$ cat config.mk
export PLATFORM = sky130hd
export DESIGN_NAME = modem_symbol_detector
export DESIGN_NICKNAME = d
export VERILOG_FILES = /design/src/rtl/modem_symbol_detector.sv
export SDC_FILE = /design/constraint.sdc
export NUM_CORES = 1
export LEC_CHECK = 0
export CAP_MARGIN = 20
export CORE_MARGIN = 8
export CORE_UTILIZATION = 37
export CTS_CLUSTER_SIZE = 40
export DETAILED_ROUTE_END_ITERATION = 8
export GPL_TIMING_DRIVEN = 0
export PLACE_DENSITY_LB_ADDON = 0.08
export SLEW_MARGIN = 20
export SYNTH_ARGS = -nofsm -noshare
export SYNTH_HDL_FRONTEND = slang
export SYNTH_SLANG_ARGS = --single-unit
$ cat constraint.sdc
create_clock -name clk -period 2.8 [get_ports clk]
set_input_delay 0.7 -clock clk [delete_from_list [all_inputs] [get_ports clk]]
set_output_delay 0.7 -clock clk [all_outputs]
set_load 0.1 [all_outputs]
$ cat src/rtl/modem_symbol_detector.sv
// Recovers one data bit per SPS-sample symbol from the modulator's 7-bit offset-binary stream.
// Demodulates ASK by envelope energy, FSK by zero-crossing count, DPSK by sign agreement with the previous symbol.
module modem_symbol_detector #(
    parameter int SPS           = 16,
    parameter int MID           = 64,
    parameter int ASK_THRESH    = 256,
    parameter int FSK_ZC_THRESH = 4
) (
    input  logic       clk,
    input  logic       reset,
    input  logic [1:0] sel,
    input  logic [6:0] sample_in,
    input  logic       sample_valid,
    output logic       bit_out,
    output logic       bit_valid,
    output logic [7:0] sym_cnt
);

    localparam int IW = $clog2(SPS);

    localparam logic [1:0] ST_IDLE   = 2'd0;
    localparam logic [1:0] ST_ACCUM  = 2'd1;
    localparam logic [1:0] ST_DECIDE = 2'd2;

    localparam logic [1:0] MODE_ASK  = 2'b00;
    localparam logic [1:0] MODE_FSK  = 2'b01;
    localparam logic [1:0] MODE_DPSK = 2'b10;
    localparam logic [1:0] MODE_OFF  = 2'b11;

    localparam logic [IW-1:0] IDX_LAST = IW'(SPS - 1);
    localparam logic [IW-1:0] IDX_ONE  = IW'(1);

    logic [1:0]     state;
    logic [1:0]     sel_q;
    logic [IW-1:0]  idx;
    logic [12:0]    ask_acc;
    logic [6:0]     zc;
    logic [6:0]     agree;
    logic [SPS-1:0] hist;
    logic           prev_sign;
    logic           primed;

    logic [7:0]     samp_ext;
    logic [7:0]     mid_ext;
    logic           sgn;
    logic [7:0]     dev;
    logic [12:0]    ask_next;
    logic           crossing;
    logic [6:0]     zc_next;
    logic [6:0]     agree_next;
    logic [SPS-1:0] hist_next;
    logic           decision;
    logic           abort;
    logic           accept;
    logic           last;

    always_comb begin
        samp_ext   = {1'b0, sample_in};
        mid_ext    = 8'(MID);
        sgn        = (samp_ext >= mid_ext);
        dev        = sgn ? (samp_ext - mid_ext) : (mid_ext - samp_ext);
        ask_next   = ask_acc + {5'b0, dev};
        // The first sample after IDLE only seeds prev_sign; it is never a crossing.
        crossing   = (state != ST_IDLE) && (sgn != prev_sign);
        zc_next    = zc + {6'b0, crossing};
        agree_next = agree + {6'b0, (sgn == hist[SPS-1])};
        hist_next  = {hist[SPS-2:0], sgn};
        abort      = (sel != sel_q) || (sel == MODE_OFF);
        accept     = sample_valid && !abort;
        last       = (idx == IDX_LAST);
        decision   = 1'b0;
        case (sel)
            MODE_ASK:  decision = (ask_next >= 13'(ASK_THRESH));
            MODE_FSK:  decision = (zc_next >= 7'(FSK_ZC_THRESH));
            MODE_DPSK: decision = (agree_next >= 7'(SPS / 2));
            default:   decision = 1'b0;
        endcase
    end

    always_ff @(posedge clk or posedge reset) begin
        if (reset) begin
            state     <= ST_IDLE;
            sel_q     <= 2'b00;
            idx       <= '0;
            ask_acc   <= '0;
            zc        <= '0;
            agree     <= '0;
            hist      <= '0;
            prev_sign <= 1'b0;
            primed    <= 1'b0;
            bit_out   <= 1'b0;
            bit_valid <= 1'b0;
            sym_cnt   <= '0;
        end else begin
            sel_q     <= sel;
            bit_valid <= 1'b0;
            if (abort) begin
                state   <= ST_IDLE;
                idx     <= '0;
                ask_acc <= '0;
                zc      <= '0;
                agree   <= '0;
                hist    <= '0;
                primed  <= 1'b0;
            end else if (accept) begin
                prev_sign <= sgn;
                hist      <= hist_next;
                if (last) begin
                    // Decision is registered on the accepting edge so bit_valid is visible during DECIDE.
                    state   <= ST_DECIDE;
                    idx     <= '0;
                    ask_acc <= '0;
                    zc      <= '0;
                    agree   <= '0;
                    primed  <= 1'b1;
                    if (sel != MODE_DPSK || primed) begin
                        bit_out   <= decision;
                        bit_valid <= 1'b1;
                        sym_cnt   <= sym_cnt + 8'd1;
                    end
                end else begin
                    state   <= ST_ACCUM;
                    idx     <= idx + IDX_ONE;
                    ask_acc <= ask_next;
                    zc      <= zc_next;
                    agree   <= agree_next;
                end
            end else if (state == ST_DECIDE) begin
                state <= ST_ACCUM;
            end
        end
    end

endmodule

# Word-level counts from Yosys, hierarchy flattened
# Index checks and enable logic that the tools add are counted.
# W data, S select, Z words.
dict set report word_totals {
  ff_bits 63
  latchBits 0
  ramBits 0
  mem_bits_ro 0
  wordCells 73
  memories 0
}
dict set report classes {
  addsub 7
  mul 0
  n_div 0
  order_cmp 4
  n_eq_ne 9
  shifts 0
  mux 27
  bitwise 1
  n_reduce_logical 13
}
# op n
set ops {}
lappend ops {{$mux W7} 6}
lappend ops {{$mux W13} 3}
lappend ops {{$mux W16} 2}
lappend ops {{$add A7 B1 Y7} 2}
lappend ops {{$add A13 B8 Y13} 1}
lappend ops {{$ge A13 B9 Y1 const B} 1}
lappend ops {{$mux W4} 3}
lappend ops {{$add A8 B1 Y8 const B} 1}
lappend ops {{$mux W2} 4}
lappend ops {{$mux W8} 1}
lappend ops {{$sub A7 B7 Y8 const A} 1}
lappend ops {{$sub A7 B7 Y8 const B} 1}
lappend ops {{$ge A7 B3 Y1 const B} 1}
lappend ops {{$ge A7 B4 Y1 const B} 1}
lappend ops {{$ge A7 B7 Y1 const B} 1}
lappend ops {{$mux W1} 7}
lappend ops {{$eq A2 B2 Y1 const B} 3}
lappend ops {{$reduce_bool A2 Y1} 3}
lappend ops {{$add A4 B1 Y4 const B} 1}
lappend ops {{$eq A4 B4 Y1 const B} 1}
lappend ops {{$reduce_and A2 Y1} 2}
lappend ops {{$reduce_and A4 Y1} 1}
lappend ops {{$pmux W1 S3} 1}
lappend ops {{$reduce_bool A3 Y1} 1}
lappend ops {{10 further kinds} 12}

# Depth between registers and ports, before layout
# Gate-level depths: netlist of the first run.
dict set report depth {
  word_depth 7
  mapped_depth 12
  ltp_nobuf 11
}

# Worst setup path after synthesis of the first run
# OpenSTA, ideal clock, no wires.
dict set report synth_path {
  kind {in2reg}
  from {in sample_in[6]}
  to {reg bit_out}
  arrival_time_ns 3.075
  slack_ns -0.343
  cell_stages 10
  path_buffers 2
  cell_sequence {clkbuf_1 > mux2_2 > fa_1 > nand3_1 > a21oi_1 > or2_1 > buf_6 > a31o_1 > a2111oi_2 > o32a_1}
}
dict set report synth_via {
  elab_chain_len 6
  elab_cells_between_ends 14
  cone_classes {5 x add/sub; 4 x order compare; 2 x eq/ne; 2 x mux; 1 x reduce/logical}
}
# element line_no
set synth_rtl {}
lappend synth_rtl {{start, declared} 12} ;# input logic [6:0] sample_in,
lappend synth_rtl {{parallel branches: the longest is 5 deep, another holds $add A13 B8 Y13} n/a}
lappend synth_rtl {{$pmux W1 S3 *} 72} ;# case (sel)
lappend synth_rtl {{end signal, assigned} 117} ;# bit_out <= decision;
lappend synth_rtl {{end, declared} 14} ;# output logic bit_out,
# Mark *: on every way between the ends.
# A chain may end at the register's enable or synchronous reset.

# Final worst setup path of the first run
dict set report layout_path {
  from {in sample_in[0]}
  to {reg ask_acc[7]}
}
dict set report layout_via {
  elab_chain_len 6
  elab_cells_between_ends 8
  cone_classes {3 x add/sub; 1 x order compare; 4 x mux}
}
# element line_no
set layout_rtl {}
lappend layout_rtl {{$sub A7 B7 Y8 or $ge A7 B7 Y1 (tied branches)} {61, 60}}
lappend layout_rtl {{$mux W8 *} 61} ;# dev = sgn ? (samp_ext - mid_ext) : (mid_ext - samp_ext);
lappend layout_rtl {{$add A13 B8 Y13 *} 62} ;# ask_next = ask_acc + {5'b0, dev};
lappend layout_rtl {{$mux W13 *} 108} ;# if (last) begin
lappend layout_rtl {{$mux W13 *} 105} ;# end else if (accept) begin
lappend layout_rtl {{$mux W13 *} 97} ;# if (abort) begin
lappend layout_rtl {{end signal, assigned} 124} ;# ask_acc <= ask_next;
lappend layout_rtl {{end, declared} 36} ;# logic [12:0] ask_acc;
# Mark *: on every way between the ends. The rest lies on a longest branch, timed or not. The select of a mux whose other input is x is not followed.

==> key figures, run 1 <==
Outcome
  • Status: finished, final reports clean

Synth
  • Synth Cell Area: ~3400 um^2
  • EDFF count, synth: 0
  • Ys flop type: dfrtp_1
  • Post-synthesis sequential area ratio: 46.9%
  • Syn Inst Count: approximately 330
  • FFs w/ async S/R, synth: 100%
  • Mapped Nets: between 300 and 400
  • Yosys reg bits: 63
  • Unique cell type count in the Yosys netlist: 49
  • Syn avg cell area: around 10 um^2
  • Yosys warns: 0

Routing
  • Routed Antenna Nets: 0
  • Pre-antenna DRT Iters: 4
  • DR iter-0 viols: 114
  • Routed wl met2: 3310 um
  • Max layer used: met4
  • Vias per Instance: 5.22
  • Drc violations: 0
  • Post-detailed-route wirelength per cell: about 15 um
  • DR vias: 2520
  • M1 WL: about 3600 um
  • Met3 Wirelength: roughly 240 um
  • WL final: 7260 um

Pwr
  • VDD IR max: 0.240 mV
  • Leak: 1.84 nW
  • Post-layout power: just over 0.002 W
  • P per Cell Area: 504 nW/um^2

Place
  • Port Buf Inserts: 19
  • Dpl hpwl: between 4000 and 5000 um
  • Pre-CTS WS: -0.781 ns
  • Gpl congestion: 0.744

Floorplan
  • Core area: 8760 um^2
  • Die height: roughly 110 um
  • Initial core utilization: between 30% and 40%
  • I/O pins: 22
  • Die ar.: 12400 um^2
  • Row cnt: 34
  • Die width: 111 um

Timing
  • Fmax: 368 MHz
  • Unrepaired setup endpoints after global routing: yes
  • Max-Slew Margin vs Limit: a little over a third
  • Worst setup margin: 0.0834 ns
  • Pins Over Slew Limit: 0
  • Final setup vio count: 0
  • Clk_skew: around 0.0077 ns
  • Post-route minimum period: 2.72 ns
  • Final worst-path cycle share: 97.0%
  • Final Hold Vio Count: 0
  • Tightest Pin Transition: 0.970 ns

Clocking
  • Clk slew on worst S/H paths: about 0.070 ns
  • H-tree depth: 3
  • Clock root cell: clkbuf_8
  • Deepest clock path buffer count: 2
  • Worst-Skew Late Latency: 0.35 ns
  • Clk sink count: 63
  • CTS tree: built
  • CTS buffer count: 9

Setup path
  • Required @ worst endpoint: 3.04 ns
  • Crit path max-delay cell type: ha_1
  • Endpoint class of the critical path: flip-flop
  • Critical path class: input port to flip-flop
  • Critical path startpoint: sample_in[0]
  • Arrival time worst endpoint: 2.95 ns
  • Launching point of the worst reg2reg path: prev_sign
  • Worst path cell trace: buf_2 -> inv_1 -> ha_1 -> mux2_4 -> ha_1 -> a211oi_2 -> o21ai_2 -> buf_4 -> buf_4 -> a21o_1 -> a21oi_1 -> xor2_1 -> o21ai_1
  • Buf+Inv Stages, Crit Path: 4
  • Critical path launch point type: input port
  • Crit-path max FO: 3
  • Crit-path max cell delay: 0.31 ns
  • CP top delay family: compound AO/OA/AOI/OAI gates
  • R2R setup slack: 0.53 ns

Min path
  • Hold path start: sym_cnt[7]
  • Hold/Removal Path Class: flip-flop to flip-flop

Layout
  • Commonest cells after routing, fill and taps aside: 63 x dfrtp_1, 40 x nor2_1, 30 x o21ai_1
  • Most common cell after layout, fill and taps aside: dfrtp_1
  • Layout cells sized above 1: around 16%
  • Ant diodes: 0
  • Final #Nets: a little under 400
  • Layout area overhead: 22.4%

Global route
  • Vias in the first global route: 2627
  • First-pass GRT wire length: roughly 13000 um
  • Initial antenna violation count: 0
  • Grt total ovfl: 0
  • Largest net degree at the start of global routing: 49
  • Global Route Usage Sum: 12.3%

Flow run
  • Max_cap viols: 0
-- final timing paths --
check	endpoint	depth (start not counted)
worst min-delay path	sym_cnt[7]	1
min in group asynchronous	sym_cnt[5]	2
worst min register to register	sym_cnt[7]	1
worst max-delay path	ask_acc[7]	13
max in group asynchronous	agree[0]	3
worst max register to register	bit_out	10
-- metrics by stage --
stage / util (%) / hold slack (ns) / instance area (um^2) / instances / TNS (ns)
floorplan: - / 0.447 / 3400 / 333 / -0.0242
global placement: 42.6 / 0.461 / 3730 / 460 / -56.61
detailed placement: 42.9 / 0.467 / 3760 / 461 / -9.92
CTS: 46.4 / 0.477 / 4070 / 482 / 0
global route: 47.0 / 0.525 / 4120 / 483 / -0.00306
finish: 47.0 / 0.468 / 4120 / 483 / 0
-- final cells by class --
| class | count | area, um^2 |
|---|---|---|
| inverters | 5 | 21.3 |
| clock inverters | 5 | 80.1 |
| plain buffers | 14 | 73.8 |
| well taps | 108 | 135 |
| flip-flops and latches | 63 | 1580 |
| fillers | 843 | 4650 |
| clock buffers | 11 | 151 |
| repair buffers | 27 | 256 |
| multi-input cells | 250 | 1820 |
-- flip-flops by register name, summed over array words and instances (netlist names), 2 cells and up --
register / flops
idx: 4
agree: 7
zc: 7
sym_cnt: 8
ask_acc: 13
state: 2
sel_q: 2
hist: 16
-- cell families after synthesis --
group           share of synthesized area [%]
simple gates                             15.5
compound gates                           15.7
flops                                    46.9
xor+xnor                                 6.51
mux                                      6.36
buf+inv                                  2.79
fa+ha+maj                                6.18
other cells                             0.112
-- synth_stat cells (2+ instances only) --
cell type,number,share of area (%)
a211oi_1,2,0.45
a21o_1,2,0.45
a21oi_1,11,1.6
a21oi_2,3,0.78
a22o_1,7,1.8
a31o_1,2,0.52
a31oi_1,4,0.74
and3_1,8,1.5
and4_1,2,0.52
buf_2,3,0.45
buf_6,2,0.67
clkbuf_1,9,1.0
dfrtp_1,63,47
ha_1,15,5.6
inv_1,5,0.56
mux2_1,2,0.67
mux2i_1,18,5.4
nand2_1,28,3.1
nand2b_1,2,0.37
nand3_1,7,1.0
nand4_1,5,0.93
nor2_1,41,4.6
nor2b_1,3,0.56
nor3_1,6,0.89
o21ai_0,2,0.30
o21ai_1,31,4.6
o21ai_2,2,0.52
o31ai_2,3,1.1
or3_1,2,0.37
xnor2_1,13,3.4
xor2_1,12,3.1
-- report_power, final --
| group | total, W | internal (W) | switching, W |
|---|---|---|---|
| Combinational | 0.000228 | 0.0000962 | 0.000132 |
| Clock | 0.000913 | 0.000548 | 0.000365 |
| Sequential | 0.000932 | 0.000922 | 0.00000919 |
-- per-layer routing --
layer / vias up / GRT usage, %
li1: 1257 / -
met1: 1219 / 15.9
met2: 35 / 18.7
met3: 9 / 3.86
met4: 0 / 4.62
met5: - / 0
-- repair_timing --
action | in CTS | in global routing
hold buffers | 0 | 0
resized for setup | 21 | 8
pin swaps | 13 | 11
endpoints found under the setup margin | 15 | 1
buffers inserted | 6 | 1
(Power assumes the default switching activity.)
==> run 2: changes to the inputs <==
==> constraint.sdc (replaced) <==
create_clock -name clk -period 2.8 [get_ports clk]
set_input_delay 0.56 -clock clk [delete_from_list [all_inputs] [get_ports clk]]
set_output_delay 0.56 -clock clk [all_outputs]
set_load 0.1 [all_outputs]
==> run 2 against run 1 <==
  * Via count shrank 0.16%
  * Non-clock buffer count is the same
  * Sequential share of layout area grew 0.69 points
  * Power shrank 5.2%
  * Flip-flop and latch count is the same
  * Largest power group unchanged
  * Sequential power is essentially flat
  * First-iteration DRC count grew 0.88%
  * Highest routed layer unchanged
  * Final area shrank 1.8%
  * Global-route usage shrank 0.12 points
==> key figures, run 2 (synthesis gave the netlist of run 1 again) <==
Outcome
  • Status: finished, final reports clean

Layout
  • Design area: 4040 um^2
  • Commonest cells after routing, fill and taps aside: 63 x dfrtp_1, 40 x nor2_1, 31 x o21ai_1
  • Most common cell after layout, fill and taps aside: dfrtp_1
  • Most flops, register: hist
  • Layout cells sized above 1: between 10 and 15%
  • Fillers: roughly 850
  • Final core area utilization: 46.1%
  • Number of flip-flops in the largest register: 16
  • Largest regs: hist: 16 flops, ask_acc: 13 flops, sym_cnt: 8 flops
  • Layout area overhead: 20.2%
  • Ant diodes: 0
  • Final #Nets: between 300 and 400
  • Finished Layout Cells: about 480

Global route
  • Largest net degree at the start of global routing: 38
  • Grt total ovfl: 0
  • Initial antenna violation count: 0
  • First-pass GRT wire length: between 10000 and 15000 um
  • Vias in the first global route: between 2000 and 3000
  • Global Route Usage Sum: 12.1%

Timing
  • Clk_skew: 0.00659 ns
  • Fmax: 368 MHz
  • Pins Over Slew Limit: 0
  • Unrepaired setup endpoints after global routing: yes
  • Tightest Pin Transition: 0.969 ns
  • Max-Slew Margin vs Limit: 35.2%
  • Final Hold Vio Count: 0
  • Final worst-path cycle share: 97.1%
  • Post-route minimum period: 2.72 ns
  • Final setup vio count: 0
  • Setup TNS: 0 ns

Flow run
  • Max_cap viols: 0

Floorplan
  • Die height: between 100 and 150 um
  • Initial core utilization: 38.4%
  • Row cnt: 34
  • Die ar.: 12400 um^2
  • Core area: 8760 um^2
  • Die width: between 100 and 150 um
  • I/O pins: 22

Setup path
  • Endpoint class of the critical path: flip-flop
  • Critical path launch point type: input port
  • Critical path class: input port to flip-flop
  • Arrival time worst endpoint: about 3 ns
  • Crit-path max FO: 6
  • Required @ worst endpoint: 3.08 ns

Routing
  • Routed Antenna Nets: 0
  • DR iter-0 viols: 115
  • Drc violations: 0
  • Post-detailed-route wirelength per cell: 14.7 um
  • DR vias: approximately 2500
  • Pre-antenna DRT Iters: 4
  • WL final: between 7000 and 8000 um
  • Vias per Instance: 5.21

Place
  • DP Cell Count: about 460
  • Gpl congestion: 0.779
  • Dpl hpwl: 4900 um
  • Post-placement cell area: 3710 um^2
  • Port Buf Inserts: 19

Clocking
  • CTS buffer count: 9
  • Clock root cell: clkbuf_8
  • CTS tree: built
  • Deepest clock path buffer count: 2
  • Clk slew on worst S/H paths: 0.08 ns
  • Clk sink count: 63
  • H-tree depth: 3
  • Worst-Skew Late Latency: 0.34 ns

Pwr
  • Leak: approximately 1.8 nW
  • P per Cell Area: 486 nW/um^2
  • Post-layout power: 0.00197 W
  • VDD IR max: 0.278 mV

Min path
  • Hold/Removal Path Class: flip-flop to flip-flop
==> run 2: cell types whose count changed in the layout (fill, tap and decap cells not counted), sizes merged <==
cell / previous run / this run
buf: 15 / 13
bufinv: 2 / 1
clkdlybuf4s15: 0 / 1
clkinv: 1 / 2
clkinvlp: 2 / 3
==> run 2: repair_timing <==
item                       in CTS  in global routing
hold buffers                    0                  0
buffers inserted                4                  2
pin swaps                       6                 10
setup endpoints to repair       4                 20
gates resized for setup        17                  6
==> run 2: metal layers <==
layer	global-route usage, %	wire length [um]	vias to the layer above	share of wire (%)
li1	-	-	1256	-
met1	16.6	3590	1219	51
met2	18.0	3150	31	44
met3	3.27	263	10	3.7
met4	4.27	107	0	1.5
met5	0	0	-	0
==> run 2: power by group <==
part | leakage, nW | switching (W) | internal (W) | total, W
sequential | 0.871 | 0.00000871 | 0.000922 | 0.000931
combinational | 0.863 | 0.000128 | 0.0000887 | 0.000217
clock | 0.0947 | 0.000380 | 0.000438 | 0.000817
==> run 2: cell type report <==
| class | instances | area [um^2] | share of cell area (%) |
|---|---|---|---|
| buffer | 15 | 76.3 | 1.89 |
| clock buffer | 10 | 138 | 3.40 |
| clock inverter | 6 | 70.1 | 1.73 |
| inverter | 5 | 21.3 | 0.526 |
| multi-input combinational | 250 | 1780 | 44.0 |
| sequential | 63 | 1580 | 39.0 |
| tap | 108 | 135 | 3.34 |
| timing repair buffer | 26 | 248 | 6.13 |
==> run 2: final timing paths <==
| kind | startpoint | end | slack, ns | depth (start not counted) |
|---|---|---|---|---|
| worst max-delay path | sample_in[2] | bit_out | 0.08 | 12 |
| worst min-delay path | sym_cnt[7] | sym_cnt[7] | 0.48 | 1 |
| worst max register to register | ask_acc[0] | bit_out | 0.50 | 9 |
| worst min register to register | sym_cnt[7] | sym_cnt[7] | 0.48 | 1 |
| max in group asynchronous | reset | ask_acc[10] | 1.74 | 3 |
| min in group asynchronous | reset | sym_cnt[6] | 0.54 | 2 |
==> run 2: worst max-delay path: stages <==
cell           delay (ns)
dlygate4sd2_1        0.31
nor3_2               0.07
a31oi_1              0.23
xor2_1               0.30
ha_4                 0.27
a21oi_4              0.14
o21ai_2              0.09
or2_1                0.23
buf_6                0.14
a31o_4               0.23
a2111oi_4            0.27
o32a_1               0.17
==> run 2: per-stage QoR <==
stage / setup WS (ns) / hold slack [ns]
floorplan: 0.000399 / 0.447
global placement: -0.748 / 0.461
detailed placement: -0.740 / 0.467
CTS: 0.00109 / 0.478
global route: -0.0350 / 0.505
finish: 0.0821 / 0.477
==> run 3: changes to the inputs <==
--- a/config.mk
+++ b/config.mk
@@ -6,6 +6,7 @@
 export NUM_CORES = 1
 export LEC_CHECK = 0
 export CAP_MARGIN = 20
+export CORE_ASPECT_RATIO = 0.5
 export CORE_MARGIN = 8
 export CORE_UTILIZATION = 37
 export CTS_CLUSTER_SIZE = 40
==> run 3 against run 2 <==
  * The flow now finishes with violations (setup timing)
  * Core utilization is 0.69 points higher
  * Cell count rose by 1.0%
  * Via count increased by 1.4%
  * Clock-buffer cell count is 2 higher
  * Register-to-register slack got worse by 0.03 ns
  * Clock skew down 0.0026 ns
  * Non-clock buffer count down 4
  * Clock power is 41% higher
  * First-iteration DRC count is 3.5% lower
  * Power grew 17%
  * Critical path type unchanged
  * Critical endpoint unchanged
==> key figures, run 3 (synthesis gave the netlist of run 1 again) <==
Timing
  • Hold_ws: 0.472 ns
  • Tightest Pin Transition: 0.971 ns
  • Post-route minimum period: between 2 and 3 ns
  • Final worst-path cycle share: 102%
  • Clk_skew: 0.00402 ns
  • Final Hold Vio Count: 0
  • Max-Slew Margin vs Limit: about a third
  • Worst setup margin: -0.0499 ns
  • Unrepaired setup endpoints after global routing: yes
  • Fmax: 351 MHz
  • Pins Over Slew Limit: 0
  • Final setup vio count: 1

Layout
  • Layout area overhead: 22.1%
  • Largest regs: hist: 16 flops, ask_acc: 13 flops, sym_cnt: 8 flops
  • Final #Nets: ~400
  • Fillers: 858
  • Register area: 1580 um^2
  • Layout cells sized above 1: 11.6%
  • Commonest cells after routing, fill and taps aside: 63 x dfrtp_1, 40 x nor2_1, 31 x o21ai_1
  • Number of flip-flops in the largest register: 16
  • Most flops, register: hist
  • Footprint of the multi-input gates: 1760 um^2
  • Most common cell after layout, fill and taps aside: dfrtp_1
  • Finished Layout Cells: 488
  • Ant diodes: 0

Pwr
  • VDD IR max: 0.371 mV
  • P per Cell Area: 558 nW/um^2
  • Leak: 1.86 nW

Floorplan
  • Die ar.: 12600 um^2
  • I/O pins: 22
  • Core area: 8770 um^2
  • Die width: 151 um
  • Die height: 83.4 um
  • Row cnt: 24
  • Initial core utilization: 38.4%

Routing
  • Vias per Instance: between 5 and 6
  • Pre-antenna DRT Iters: 4
  • DR iter-0 viols: 111
  • WL final: 7390 um
  • Drc violations: 0
  • DR vias: 2551
  • Post-detailed-route wirelength per cell: 15.1 um
  • Routed Antenna Nets: 0

Setup path
  • Critical path launch point type: input port
  • Crit-path max FO: 5
  • Required @ worst endpoint: about 3.0 ns
  • Arrival time worst endpoint: 3.05 ns
  • Endpoint class of the critical path: flip-flop
  • Critical path class: input port to flip-flop

Global route
  • First-pass GRT wire length: 12700 um
  • Vias in the first global route: 2500
  • Grt total ovfl: 0
  • Global Route Usage Sum: 12.5%
  • Initial antenna violation count: 0
  • Largest net degree at the start of global routing: 38

Clocking
  • CTS buffer count: 9
  • Clock root cell: clkbuf_16
  • H-tree depth: 3
  • CTS tree: built
  • Clk sink count: 63
  • Deepest clock path buffer count: 2
  • Hold buffer count at CTS: 0
  • Worst-Skew Late Latency: about 0.32 ns
  • Clk slew on worst S/H paths: 0.05 ns

Place
  • Pre-CTS WS: -0.768 ns
  • Gpl congestion: 0.789
  • Port Buf Inserts: 19
  • DP Cell Count: 470
  • Dpl hpwl: 5190 um

Outcome
  • Status: complete, but fails checks
  • Violated checks: setup timing

Flow run
  • Max_cap viols: 0

Min path
  • Hold/Removal Path Class: flip-flop to flip-flop
-- run 3: cell types whose count changed in the layout (fill, tap and decap cells not counted), moves of 2 or more --
| cell | change |
|---|---|
| clkbuf_8 | -10 |
| clkinv_4 | -2 |
| clkinvlp_4 | -3 |
| clkbuf_16 | +9 |
| clkinv_2 | +2 |
| buf_4 | -4 |
| clkbuf_1 | +3 |
-- run 3: final timing paths --
check	startpoint	to	slack, ns	cells past startpoint
max in group asynchronous	reset	bit_out	1.72	3
worst min-delay path	sym_cnt[7]	sym_cnt[7]	0.47	1
worst max register to register	ask_acc[0]	bit_out	0.47	9
min in group asynchronous	reset	hist[15]	0.57	2
worst max-delay path	sample_in[0]	bit_out	-0.05	11
worst min register to register	sym_cnt[7]	sym_cnt[7]	0.47	1
-- run 3: cell type report --
class / instances / share of cell area, %
inverters: 5 / 0.518
clock inverters: 4 / 1.71
plain buffers: 15 / 1.86
clock buffers: 12 / 5.76
flip-flops and latches: 63 / 38.4
multi-input cells: 250 / 42.8
repair buffers: 22 / 5.42
well taps: 117 / 3.56
-- run 3: critical path, stage by stage --
cell	delay, ns
clkdlybuf4s15_2	0.21
inv_1	0.06
ha_1	0.29
mux2_4	0.30
ha_1	0.29
a211oi_1	0.29
o21ai_2	0.14
a31oi_4	0.24
a31o_1	0.22
a2111oi_4	0.08
o32a_1	0.36
-- run 3: where the power goes --
part	switching, W	total (W)	internal (W)	leakage [nW]
Clock	0.000376	0.00115	0.000776	0.151
Sequential	0.00000870	0.000933	0.000924	0.871
Combinational	0.000124	0.000205	0.0000808	0.838
Total	0.000509	0.00229	0.00178	1.86
-- run 3: per-layer routing --
layer	vias to the layer above	GRT usage, %	share of wire, %
met5	-	0	0
met4	0	4.10	0.80
met3	6	3.63	5.5
met2	35	18.2	44
met1	1263	17.2	49
li1	1247	-	-
-- run 3: stage by stage --
stage	setup TNS [ns]	total power (W)	cell area, um^2	util (%)
after floorplan	0	0.00108	3370	-
after global placement	-35.52	0.00113	3700	42.2
after detailed placement	-6.67	0.00114	3730	42.5
after CTS	0	0.00232	4090	46.7
after global routing	-0.168	0.00238	4110	46.8
final	-0.0499	0.00229	4110	46.8
-- run 3: timing repair --
action                                  CTS  global route
resized for setup                        16             2
setup buffers                             2             0
pin swaps                                 7             1
gates cloned                              0             0
endpoints found under the setup margin    6            21
